File: src/rtl/cond_sel_pkg.sv
// Shared types and helpers for the condition-select arbiter.
package cond_sel_pkg;

  // Widest request vector the helpers below are sized for.
  localparam int MAX_REQ = 16;

  typedef enum logic [1:0] {
    SEL_PRIORITY = 2'd0,
    SEL_UNIQUE   = 2'd1,
    SEL_UNIQUE0  = 2'd2,
    SEL_RSVD     = 2'd3
  } sel_mode_e;

  typedef enum logic {
    ST_IDLE  = 1'b0,
    ST_GRANT = 1'b1
  } arb_state_e;

  // True when more than one bit is set: clearing the lowest set bit leaves something.
  function automatic logic popcount_gt1(input logic [MAX_REQ-1:0] v);
    return (v & (v - MAX_REQ'(1))) != '0;
  endfunction

endpackage

File: src/rtl/cond_select_arbiter_lsb_onehot_enc.sv
// Combinational lowest-set-bit finder: reports any/multi, the index and the one-hot form.
module lsb_onehot_enc
  import cond_sel_pkg::*;
#(
  parameter int N   = 4,
  parameter int IDW = $clog2(N)
) (
  input  logic [N-1:0]   vec_i,
  output logic           any_o,
  output logic           multi_o,
  output logic [IDW-1:0] idx_o,
  output logic [N-1:0]   onehot_o
);

  logic [MAX_REQ-1:0] vec_ext;

  // Zero-extend to the package helper width; bits beyond N are tied low.
  for (genvar gi = 0; gi < MAX_REQ; gi++) begin : g_ext
    if (gi < N) begin : g_in
      assign vec_ext[gi] = vec_i[gi];
    end else begin : g_pad
      assign vec_ext[gi] = 1'b0;
    end
  end

  assign any_o    = |vec_i;
  assign multi_o  = popcount_gt1(vec_ext);
  // Two's-complement trick isolates the lowest set bit.
  assign onehot_o = vec_i & (~vec_i + N'(1));

  // Scan from the top down so the lowest set bit is the last one to write idx.
  always_comb begin
    idx_o = '0;
    for (int i = N - 1; i >= 0; i--) begin
      if (vec_i[i]) idx_o = IDW'(i);
    end
  end

endmodule

File: src/rtl/cond_select_arbiter.sv
// Condition-select arbiter: grants the lowest requester under PRIORITY/UNIQUE/UNIQUE0
// semantics, flags ambiguous requests, holds the grant until done or watchdog expiry.
module cond_select_arbiter
  import cond_sel_pkg::*;
#(
  parameter int N_REQ   = 4,
  parameter int IDW     = $clog2(N_REQ),
  parameter int TIMEOUT = 16,
  parameter int CNTW    = 8
) (
  input  logic             clk,
  input  logic             rst,
  input  logic [1:0]       mode,
  input  logic             arb_start,
  input  logic [N_REQ-1:0] req,
  input  logic             done,
  input  logic             err_clr,
  output logic [N_REQ-1:0] gnt,
  output logic [IDW-1:0]   gnt_id,
  output logic             gnt_valid,
  output logic             busy,
  output logic             err_multi,
  output logic             err_none,
  output logic             err_timeout,
  output logic             err_mode,
  output logic [CNTW-1:0]  err_cnt
);

  localparam int WDW = $clog2(TIMEOUT);
  localparam logic [WDW-1:0] WD_LAST = WDW'(TIMEOUT - 1);

  arb_state_e       state_q;
  logic [N_REQ-1:0] gnt_q;
  logic [IDW-1:0]   gnt_id_q;
  logic             gnt_valid_q;
  logic             busy_q;
  logic [WDW-1:0]   wd_q;
  logic             err_multi_q, err_none_q, err_timeout_q, err_mode_q;
  logic [CNTW-1:0]  err_cnt_q, err_cnt_d;

  logic             take_grant;
  logic             wd_expired;
  logic             err_multi_d, err_none_d, err_timeout_d, err_mode_d;
  logic [2:0]       err_inc;
  logic [CNTW:0]    err_sum;

  logic             enc_any, enc_multi;
  logic [IDW-1:0]   enc_idx;
  logic [N_REQ-1:0] enc_onehot;
  sel_mode_e        mode_s;

  assign mode_s = sel_mode_e'(mode);

  lsb_onehot_enc #(
    .N   (N_REQ),
    .IDW (IDW)
  ) u_enc (
    .vec_i    (req),
    .any_o    (enc_any),
    .multi_o  (enc_multi),
    .idx_o    (enc_idx),
    .onehot_o (enc_onehot)
  );

  // Decode arbitration outcome and error pulses for the coming edge.
  always_comb begin
    take_grant  = 1'b0;
    err_multi_d = 1'b0;
    err_none_d  = 1'b0;
    err_mode_d  = 1'b0;
    if (state_q == ST_IDLE && arb_start) begin
      // Every mode grants the lowest requester when anyone is asking.
      take_grant = enc_any;
      case (mode_s)
        SEL_PRIORITY: begin
          err_none_d = ~enc_any;
        end
        SEL_UNIQUE: begin
          err_multi_d = enc_multi;
          err_none_d  = ~enc_any;
        end
        SEL_UNIQUE0: begin
          err_multi_d = enc_multi;
        end
        default: begin
          // Reserved mode falls back to PRIORITY but is reported.
          err_none_d = ~enc_any;
          err_mode_d = 1'b1;
        end
      endcase
    end
    // done on the same edge as expiry is a clean release, not a timeout.
    wd_expired    = (state_q == ST_GRANT) && !done && (wd_q == WD_LAST);
    err_timeout_d = wd_expired;
  end

  // Arbitration FSM with registered grant outputs, watchdog and error pulses.
  always_ff @(posedge clk) begin
    if (rst) begin
      state_q       <= ST_IDLE;
      gnt_q         <= '0;
      gnt_id_q      <= '0;
      gnt_valid_q   <= 1'b0;
      busy_q        <= 1'b0;
      wd_q          <= '0;
      err_multi_q   <= 1'b0;
      err_none_q    <= 1'b0;
      err_timeout_q <= 1'b0;
      err_mode_q    <= 1'b0;
    end else begin
      err_multi_q   <= err_multi_d;
      err_none_q    <= err_none_d;
      err_timeout_q <= err_timeout_d;
      err_mode_q    <= err_mode_d;
      case (state_q)
        ST_IDLE: begin
          if (take_grant) begin
            state_q     <= ST_GRANT;
            gnt_q       <= enc_onehot;
            gnt_id_q    <= enc_idx;
            gnt_valid_q <= 1'b1;
            busy_q      <= 1'b1;
            wd_q        <= '0;
          end
        end
        ST_GRANT: begin
          if (done || wd_expired) begin
            state_q     <= ST_IDLE;
            gnt_q       <= '0;
            gnt_id_q    <= '0;
            gnt_valid_q <= 1'b0;
            busy_q      <= 1'b0;
            wd_q        <= '0;
          end else begin
            wd_q <= wd_q + WDW'(1);
          end
        end
        default: begin
          state_q <= ST_IDLE;
        end
      endcase
    end
  end

  // Saturating sum of all error pulses issued on the coming edge; clear wins.
  always_comb begin
    err_inc = 3'(err_multi_d) + 3'(err_none_d) + 3'(err_timeout_d) + 3'(err_mode_d);
    err_sum = {1'b0, err_cnt_q} + (CNTW + 1)'(err_inc);
    if (err_clr) begin
      err_cnt_d = '0;
    end else if (err_sum[CNTW]) begin
      err_cnt_d = '1;
    end else begin
      err_cnt_d = err_sum[CNTW-1:0];
    end
  end

  // Error counter register.
  always_ff @(posedge clk) begin
    if (rst) begin
      err_cnt_q <= '0;
    end else begin
      err_cnt_q <= err_cnt_d;
    end
  end

  assign gnt         = gnt_q;
  assign gnt_id      = gnt_id_q;
  assign gnt_valid   = gnt_valid_q;
  assign busy        = busy_q;
  assign err_multi   = err_multi_q;
  assign err_none    = err_none_q;
  assign err_timeout = err_timeout_q;
  assign err_mode    = err_mode_q;
  assign err_cnt     = err_cnt_q;

endmodule
File: config.mk
export PLATFORM = sky130hd
export DESIGN_NAME = cond_select_arbiter
export DESIGN_NICKNAME = d
export VERILOG_FILES = /design/src/rtl/cond_sel_pkg.sv /design/src/rtl/cond_select_arbiter_lsb_onehot_enc.sv /design/src/rtl/cond_select_arbiter.sv
export SDC_FILE = /design/constraint.sdc
export NUM_CORES = 1
export LEC_CHECK = 0
export BUFFER_PORTS_ARGS = -buffer_cell sky130_fd_sc_hd__buf_2
export CAP_MARGIN = 20
export CORE_MARGIN = 4
export CORE_UTILIZATION = 51
export DETAILED_ROUTE_END_ITERATION = 10
export GPL_TIMING_DRIVEN = 0
export PLACE_DENSITY = 0.88
export SETUP_SLACK_MARGIN = 0.3
export SKIP_LAST_GASP = 1
export SLEW_MARGIN = 25
export SYNTH_ARGS = -nofsm -noshare
export SYNTH_HDL_FRONTEND = slang
export SYNTH_HIERARCHICAL = 1
export SYNTH_SLANG_ARGS = --single-unit
File: constraint.sdc
create_clock -name clk -period 3.45 [get_ports clk]
set_input_delay 0.1725 -clock clk [delete_from_list [all_inputs] [get_ports clk]]
set_output_delay 0.1725 -clock clk [all_outputs]
set_load 0.03 [all_outputs]
==> reports/results.tsv, run 1 <==
stage	metric	value	unit
timing	fin crit period	2.94	ns
logic_synthesis	Cells after Synth	131	
clocking	Max Buffers Root-to-Sink	2	
grt	largest net degree at the start of global routing	14	
clocking	CTS Buf Count	3	
placed_design	gp weighted congestion	0.803	
clocking	CTS tree	yes	
setup_path	Critical Path Start Type	flip-flop	
setup_path	CP Data Required Time	3.67	ns
power_and_ir_drop	Final Power	507	uW
detailed_routing	vias per inst	5.49	
logic_synthesis	YS warnings	6	
worst_hold_path	HP Class	in2reg	
power_and_ir_drop	Power Dens Cells	363	mW/mm^2
timing	Worst Max-Slew Pin Slew	0.452	ns
setup_path	CP max FO	7	
timing	unrepaired setup endpoints after global routing	false	
detailed_routing	wire per inst	12.7	um
power_and_ir_drop	Peak VDD IR	0.305	mV
die	chip width	55.9	um
setup_path	CP Capture Type	flip-flop	
grt	grt ovf	0	
clocking	Setup Buffers After CTS	0	
detailed_routing	DRT antenna net count	0	
setup_path	Crit Path Class	reg2reg	
grt	GRT Total Usage	0.164	
placed_design	number of port buffers	30	
logic_synthesis	Post-synth EDFFs	0	
die	starting density of the core	0.534	
timing	Relative slew margins	0.698	
clocking	insertion delay to the later sink of the worst-skew pair	0.31	ns
logic_synthesis	ys flop type	dfxtp_1	
setup_path	Worst EP arrival	3.16	ns
timing	Slew Viols, Final	0	
finish	fraction of layout cells with a size suffix above 1	0.285	
flow_run	max cap viols	0	
timing	Max Freq	340	MHz
placed_design	DPL Wire Length	1.97	mm
grt	initial antenna violation count	0	
die	area of the die	0.00312	sq mm
grt	vias in the first global route	966	
logic_synthesis	Netlist cell types	36	
die	I/O pin cnt	31	
detailed_routing	DRC viols	0	
logic_synthesis	Synth async-reset ratio	0	
timing	setup_tns	0	ns
logic_synthesis	synthesized area	0.00117	sq mm
finish	Final #Nets	184	
detailed_routing	drt pass-1 iters	4	
grt	first-pass GRT wire length	4.18	mm
finish	most common cell after layout, fill and taps aside	buf_2	
clocking	Root Buffer Master	clkbuf_4	
finish	most frequent cells in the layout	buf_2 (32), dfxtp_1 (24), nor2_1 (17)	
detailed_routing	initial DRC count	13	
logic_synthesis	post-synthesis register bit count	24	
finish	ANT cells	0	
power_and_ir_drop	Leak	0.656	nW
die	Die H	55.9	um
logic_synthesis	Avg Inst Size Synth	8.93	sq um
timing	Tcrit/Tclk final	0.853	
timing	Final setup viols	0	
clocking	# H-tree levels	1	
detailed_routing	via count	1059	
detailed_routing	DRT Wirelength	2.46	mm
timing	clk_skew	0.00852	ns
status	status	finished, final reports clean	
clocking	clock-pin slew on the worst setup and hold paths	0.13	ns
finish	Area Growth Syn to Fin	19.4	%
logic_synthesis	syn_nets	149	
timing	Fin. Hold Viols	0	
die	core outline area	0.00219	sq mm
logic_synthesis	register area share after synthesis	0.411	
clocking	clk sinks	24	
die	row cnt	17	
[worst paths after layout]
path	startpoint	endpoint	slack [ns]	depth (start not counted)
worst max-delay path	wd_q[0]	err_cnt[5]	0.51	13
worst min-delay path	req[2]	gnt[2]	0.22	3
worst max register to register	wd_q[0]	err_cnt[5]	0.51	13
worst min register to register	gnt[0]	gnt[0]	0.49	1
[timing repair]
item | CTS | global route
hold buffers | 0 | 0
endpoints found under the setup margin | 0 | 1
gates resized for setup | 0 | 1
[per-layer routing]
| layer | global-route usage | up-vias | wire length [um] |
|---|---|---|---|
| met5 | 0 | - | 0 |
| met4 | 0.0814 | 0 | 65 |
| met3 | 0.0371 | 10 | 158 |
| met2 | 0.284 | 34 | 1250 |
| met1 | 0.188 | 491 | 984 |
| li1 | - | 524 | - |
[cell families (layout without fill, tap and decap cells)]
logic type      count (synthesis)  count (layout)  synth area share
compound gates                 28              28             0.164
simple gates                   59              59             0.268
buf+inv                        11              45            0.0471
flops                          24              24             0.411
fa+ha+maj                       7               7            0.0941
mux                             1               1           0.00856
xor+xnor                        1               1           0.00749
[power by group]
group	internal, mW	switching, mW	leakage (nW)
clock	0.0644	0.0812	0.0210
sequential	0.284	0.00491	0.195
combinational	0.0282	0.0439	0.440
total	0.377	0.130	0.656
[stage by stage]
stage	instances	cell area [sq um]	setup slack, ns	utilization	hold WS, ns
finish	193	1400	0.506	0.637	0.221
global route	193	1400	0.351	0.637	0.226
CTS	193	1390	0.443	0.635	0.213
detailed placement	189	1360	0.343	0.619	0.465
global placement	189	1360	0.436	0.619	0.457
floorplan	131	1170	0.752	-	0.380
[area by class of cell]
type | instances | area, sq um
Sequential cell | 24 | 480
Inverter | 5 | 18.8
Multi-Input combinational cell | 96 | 639
Fill cell | 190 | 795
Clock buffer | 4 | 36.3
Tap cell | 28 | 35.0
Timing Repair Buffer | 30 | 150
Buffer | 6 | 36.3
[state kept, by name, indices dropped and copies added (netlist names)]
register	flops
gnt	4
err_timeout	1
err_cnt	8
err_multi	1
state_q	1
gnt_id	2
wd_q	4
err_none	1
err_mode	1
busy	1
[synth_stat cells (3+ instances only)]
cell type | number | area share
nand2_1 | 10 | 0.032
nor3_1 | 8 | 0.034
dfxtp_1 | 24 | 0.41
nand2b_1 | 3 | 0.016
and3_1 | 3 | 0.016
buf_4 | 3 | 0.019
inv_1 | 5 | 0.016
a22o_1 | 6 | 0.045
nor2_1 | 17 | 0.055
fa_1 | 3 | 0.051
ha_1 | 4 | 0.043
nand3_1 | 5 | 0.021
a21oi_1 | 11 | 0.047
[worst max-delay path: stages, from the launching register on]
cell and delay (ns):
dfxtp_1 0.40, ha_1 0.26, nand3_2 0.14, nor2_1 0.15, fa_1 0.42, inv_1 0.08, fa_1 0.18, inv_1 0.05
fa_1 0.42, and3_1 0.20, buf_4 0.15, and3_1 0.20, nor3_2 0.15, nor3_2 0.05
Note: power is estimated with default switching activity, not from simulation.
==> run 2, diff against run 1 <==
Settings changed: CELL_PAD_IN_SITES_DETAIL_PLACEMENT set to 1, CELL_PAD_IN_SITES_GLOBAL_PLACEMENT set to 1, CORE_UTILIZATION 51 to 38.
==> run 2 against run 1 <==
Non-clock buffer count unchanged. Core utilization is 15 points lower. Clock power rose by 6%. Register-to-register slack barely moved. Global-route usage decreased by 1.4 points. Die area rose by 29%. Largest power group unchanged. Clock skew fell by 0.0071 ns. Critical path type unchanged. Design area increased by 0.54%. Combinational power up 2%. Count of clock-buffer cells in the layout stayed put.
==> reports/results.tsv, run 2 (synthesis gave the netlist of run 1 again) <==
stage	metric	value	unit
setup_path	CP Capture Type	flip-flop	
grt	initial antenna violation count	0	
power_and_ir_drop	Power Dens Cells	369	mW/mm^2
grt	vias in the first global route	1072	
detailed_routing	via count	1045	
clocking	Setup Buffers After CTS	0	
die	area of the die	0.00403	sq mm
timing	Slew Viols, Final	0	
detailed_routing	DRT Wirelength	2.82	mm
flow_run	max cap viols	0	
clocking	CTS Buf Count	3	
clocking	# H-tree levels	1	
die	I/O pin cnt	31	
die	Die H	63.5	um
power_and_ir_drop	Peak VDD IR	0.208	mV
power_and_ir_drop	Leak	0.653	nW
finish	most common cell after layout, fill and taps aside	buf_2	
placed_design	number of port buffers	30	
timing	Fin. Hold Viols	0	
timing	Max Freq	339	MHz
setup_path	CP Data Required Time	3.68	ns
finish	most frequent cells in the layout	buf_2 (32), dfxtp_1 (23), nor2_1 (17)	
detailed_routing	wire per inst	14.4	um
finish	Final #Nets	184	
die	chip width	63.5	um
clocking	insertion delay to the later sink of the worst-skew pair	0.32	ns
detailed_routing	vias per inst	5.33	
grt	largest net degree at the start of global routing	14	
finish	max reg flops	8	
finish	ANT cells	0	
detailed_routing	DRT met1 WL	1.25	mm
grt	grt ovf	0	
timing	unrepaired setup endpoints after global routing	false	
setup_path	FF-to-FF Start	wd_q[1]	
detailed_routing	drt pass-1 iters	4	
finish	fraction of layout cells with a size suffix above 1	0.297	
clocking	clk sinks	24	
detailed_routing	DRC viols	0	
finish	fin util	0.492	
clocking	cts hold-fix bufs	0	
detailed_routing	DRT antenna net count	0	
setup_path	CP startpoint	wd_q[1]	
grt	GRT Total Usage	0.150	
clocking	clock-pin slew on the worst setup and hold paths	0.14	ns
timing	clk_skew	0.00139	ns
detailed_routing	met3 WL	167	um
timing	Final setup viols	0	
setup_path	Critical Path Start Type	flip-flop	
timing	setup_tns	0	ns
clocking	Max Buffers Root-to-Sink	2	
detailed_routing	initial DRC count	24	
detailed_routing	Max Used Layer	met4	
timing	fin crit period	2.95	ns
placed_design	DPL Wire Length	2.30	mm
timing	Worst Max-Slew Pin Slew	0.436	ns
die	core outline area	0.00285	sq mm
placed_design	gp weighted congestion	0.790	
detailed_routing	DR WL met2	1.38	mm
die	starting density of the core	0.410	
timing	Tcrit/Tclk final	0.855	
clocking	cts repair resizes	0	
clocking	Root Buffer Master	clkbuf_4	
grt	first-pass GRT wire length	4.91	mm
setup_path	CP max FO	7	
die	row cnt	19	
setup_path	Worst EP arrival	3.18	ns
clocking	CTS tree	yes	
setup_path	Crit Path Class	reg2reg	
timing	Relative slew margins	0.709	
status	status	finished, final reports clean	
worst_hold_path	hold_sp	req[0]	
finish	Area Growth Syn to Fin	20.0	%
worst_hold_path	HP Class	in2reg	
## run 2: through the flow
step,instance area [sq um],hold slack [ns],setup slack [ns],power [mW],std cells
floorplan,1170,0.380,0.752,0.343,131
global placement,1360,0.456,0.451,0.365,192
detailed placement,1360,0.464,0.344,0.369,192
CTS,1400,0.235,0.398,0.521,196
global route,1400,0.238,0.311,0.544,196
finish,1400,0.240,0.501,0.517,196
## run 2: final timing paths
path / endpoint / slack (ns) / depth (start not counted)
setup / recovery: err_cnt[5] / 0.50 / 13
setup reg to reg: err_cnt[5] / 0.50 / 13
hold / removal: gnt[0] / 0.24 / 3
hold reg to reg: gnt[0] / 0.49 / 1
## run 2: cell type report
type | count | area [sq um]
inverter | 5 | 18.8
tap | 31 | 38.8
fill | 354 | 1450
sequential | 24 | 482
clock buffer | 4 | 36.3
multi-input combinational | 96 | 642
buffer | 6 | 36.3
timing repair buffer | 30 | 150
## run 2: routing by layer
layer	vias to the layer above	GRT usage
li1	522	-
met1	492	0.173
met3	2	0.0515
met2	29	0.263
met5	-	0
met4	0	0.0350
## run 2: where the power goes
part	internal [mW]	switching, mW
Clock	0.0645	0.0904
Sequential	0.284	0.00468
Combinational	0.0281	0.0452
Total	0.377	0.140
## run 2: worst max-delay path, cell delays in order, from the launching register on
cell and delay, ns:
dfxtp_1 0.38, ha_2 0.23, nand3_2 0.12, nor2_1 0.17, fa_1 0.43, inv_1 0.07, fa_1 0.18, inv_1 0.06
fa_1 0.44, and3_1 0.22, buf_4 0.15, and3_1 0.21, nor3_2 0.15, nor3_2 0.05
==> run 3, diff against run 2 <==
--- a/config.mk
+++ b/config.mk
@@ -9,9 +9,10 @@
 export CAP_MARGIN = 20
-export CELL_PAD_IN_SITES_DETAIL_PLACEMENT = 1
-export CELL_PAD_IN_SITES_GLOBAL_PLACEMENT = 1
+export CELL_PAD_IN_SITES_DETAIL_PLACEMENT = 2
+export CELL_PAD_IN_SITES_GLOBAL_PLACEMENT = 2
 export CORE_MARGIN = 4
-export CORE_UTILIZATION = 38
+export CORE_UTILIZATION = 30
 export DETAILED_ROUTE_END_ITERATION = 10
 export GPL_TIMING_DRIVEN = 0
-export PLACE_DENSITY = 0.88
+export PLACE_DENSITY = 0.87
+export RECOVER_POWER = 25
 export SETUP_SLACK_MARGIN = 0.3
==> constraint.sdc (replaced) <==
create_clock -name clk -period 3.45 [get_ports clk]
set_input_delay 0 -clock clk [delete_from_list [all_inputs] [get_ports clk]]
set_output_delay 0 -clock clk [all_outputs]
set_load 0.03 [all_outputs]
==> run 3 against run 2 <==
Hold slack worse by 0.11 ns. Final cell count is 8.7% higher. Clock skew is 0.0039 ns higher. Via count is 1.4% higher. Critical endpoint unchanged. Global-route usage is 1.5 points lower. Largest power group unchanged. Count of clock-buffer cells in the layout stayed put. Largest cell class unchanged. Power is 7.8% higher. Core utilization is 11 points lower.
==> reports/results.tsv, run 3 (synthesis gave the netlist of run 1 again) <==
stage	metric	value	unit
detailed_routing	via count	1060	
worst_hold_path	HP Class	in2reg	
finish	ANT cells	0	
finish	Final #Nets	184	
grt	initial antenna violation count	0	
clocking	Root Buffer Master	clkbuf_8	
timing	clk_skew	0.00529	ns
clocking	clk sinks	24	
clocking	CTS Buf Count	3	
timing	setup_tns	0	ns
placed_design	gp weighted congestion	0.699	
timing	unrepaired setup endpoints after global routing	false	
timing	Worst Max-Slew Pin Slew	0.452	ns
setup_path	FF-to-FF End	err_cnt[5]	
worst_hold_path	Worst Hold Depth	3	
finish	max reg flops	8	
die	chip width	70.4	um
setup_path	CP Capture Type	flip-flop	
setup_path	most frequent CP cell	fa_1	
power_and_ir_drop	Peak VDD IR	0.185	mV
setup_path	R2R depth	13	
clocking	Max Buffers Root-to-Sink	2	
die	starting density of the core	0.315	
detailed_routing	vias per inst	4.98	
die	area of the die	0.00496	sq mm
timing	Slew Viols, Final	0	
clocking	CTS tree	yes	
finish	fin util	0.385	
die	I/O pin cnt	31	
die	core outline area	0.00372	sq mm
placed_design	number of port buffers	30	
setup_path	Worst path slowest cell	fa_1	
timing	Fin. Hold Viols	0	
detailed_routing	DRT Wirelength	3.25	mm
detailed_routing	drt pass-1 iters	4	
setup_path	Crit Path Class	reg2reg	
finish	most frequent cells in the layout	dfxtp_1 (24), buf_2 (21), nor2_1 (16)	
detailed_routing	initial DRC count	17	
finish	final instance area	0.00143	sq mm
timing	fin crit period	3.00	ns
worst_hold_path	hold_sp	req[2]	
setup_path	CP max FO	7	
setup_path	CP max stage delay	0.44	ns
flow_run	max cap viols	0	
power_and_ir_drop	Leak	0.614	nW
setup_path	worst-path cell chain	ha_2 -> nand3_2 -> nor2_2 -> fa_1 -> inv_1 -> fa_1 -> inv_1 -> fa_1 -> and3_1 -> buf_4 -> and3_1 -> nor3_2 -> nor3_2	
die	row cnt	22	
finish	Area Growth Syn to Fin	22.4	%
placed_design	DPL Wire Length	2.56	mm
status	status	finished, final reports clean	
power_and_ir_drop	Power Dens Cells	390	mW/mm^2
placed_design	area of placed instances	0.00138	sq mm
detailed_routing	DRC viols	0	
timing	final worst slack	0.446	ns
finish	fraction of layout cells with a size suffix above 1	0.230	
grt	largest net degree at the start of global routing	14	
finish	most common cell after layout, fill and taps aside	dfxtp_1	
setup_path	cell family with most CP delay	adder cells	
grt	GRT Total Usage	0.135	
timing	Relative slew margins	0.698	
setup_path	Worst EP arrival	3.17	ns
setup_path	Crit path buffers/inverters	3	
detailed_routing	wire per inst	15.3	um
placed_design	Place WS	0.442	ns
grt	vias in the first global route	1117	
setup_path	r2r setup slk	0.45	ns
setup_path	Critical Path Start Type	flip-flop	
timing	Max Freq	333	MHz
grt	first-pass GRT wire length	5.39	mm
clocking	# H-tree levels	1	
timing	Tcrit/Tclk final	0.871	
setup_path	FF-to-FF Start	wd_q[0]	
grt	grt ovf	0	
worst_hold_path	Endpoint, Worst Hold	gnt[2]	
detailed_routing	DRT antenna net count	0	
setup_path	CP Data Required Time	3.61	ns
clocking	clock-pin slew on the worst setup and hold paths	0.09	ns
clocking	insertion delay to the later sink of the worst-skew pair	0.27	ns
timing	Final setup viols	0	
die	Die H	70.4	um
-- run 3: cell types whose count changed in the layout (fill, tap and decap cells not counted), moves of 3 or more --
cell / change
clkbuf_4: -3
buf_2: -11
clkbuf_8: +3
clkbuf_1: +11
-- run 3: worst max path at each step --
stage,startpoint,to,depth (start not counted)
after floorplan,state_q,err_cnt[5],12
after global placement,wd_q[0],err_cnt[5],13
after detailed placement,wd_q[0],err_cnt[5],13
after CTS,wd_q[0],err_cnt[5],13
after global routing,wd_q[0],err_cnt[5],13
final,wd_q[0],err_cnt[5],13
-- run 3: layout make-up --
cell class / count / area [sq um]
inverter: 5 / 18.8
fill: 445 / 2280
buffer: 6 / 36.3
timing repair buffer: 30 / 136
multi-input combinational: 96 / 644
clock buffer: 4 / 55.1
sequential: 24 / 480
tap: 48 / 60.1
-- run 3: layer usage --
layer,vias up,routed length [um],share of wire,GRT usage
li1,525,-,-,-
met3,2,169,0.052,0.0374
met4,0,18,0.0055,0.0255
met5,-,0,0,0
met1,508,1410,0.44,0.162
met2,25,1650,0.51,0.240
-- run 3: worst min-delay path, cell delays in order --
cell	delay (ns)
buf_2	0.12
and2_1	0.13
a22o_1	0.11
-- run 3: per-stage QoR --
stage	std cells	total power, mW	hold slack, ns
6_report	213	0.558	0.126
5_1_grt	213	0.589	0.137
4_1_cts	213	0.570	0.122
3_5_place_dp	209	0.372	0.405
3_3_place_gp	209	0.367	0.383
2_1_floorplan	131	0.343	0.208
-- run 3: power breakdown --
group	internal, mW	switching (mW)
logic	0.0274	0.0480
registers	0.284	0.00543
clock network	0.102	0.0910
total	0.413	0.144
-- run 3: timing repair --
item | 4_1_cts | 5_1_grt
hold buffers | 0 | 0
gates resized for setup | 0 | 3
setup buffers | 0 | 0
endpoints found under the setup margin | 0 | 2
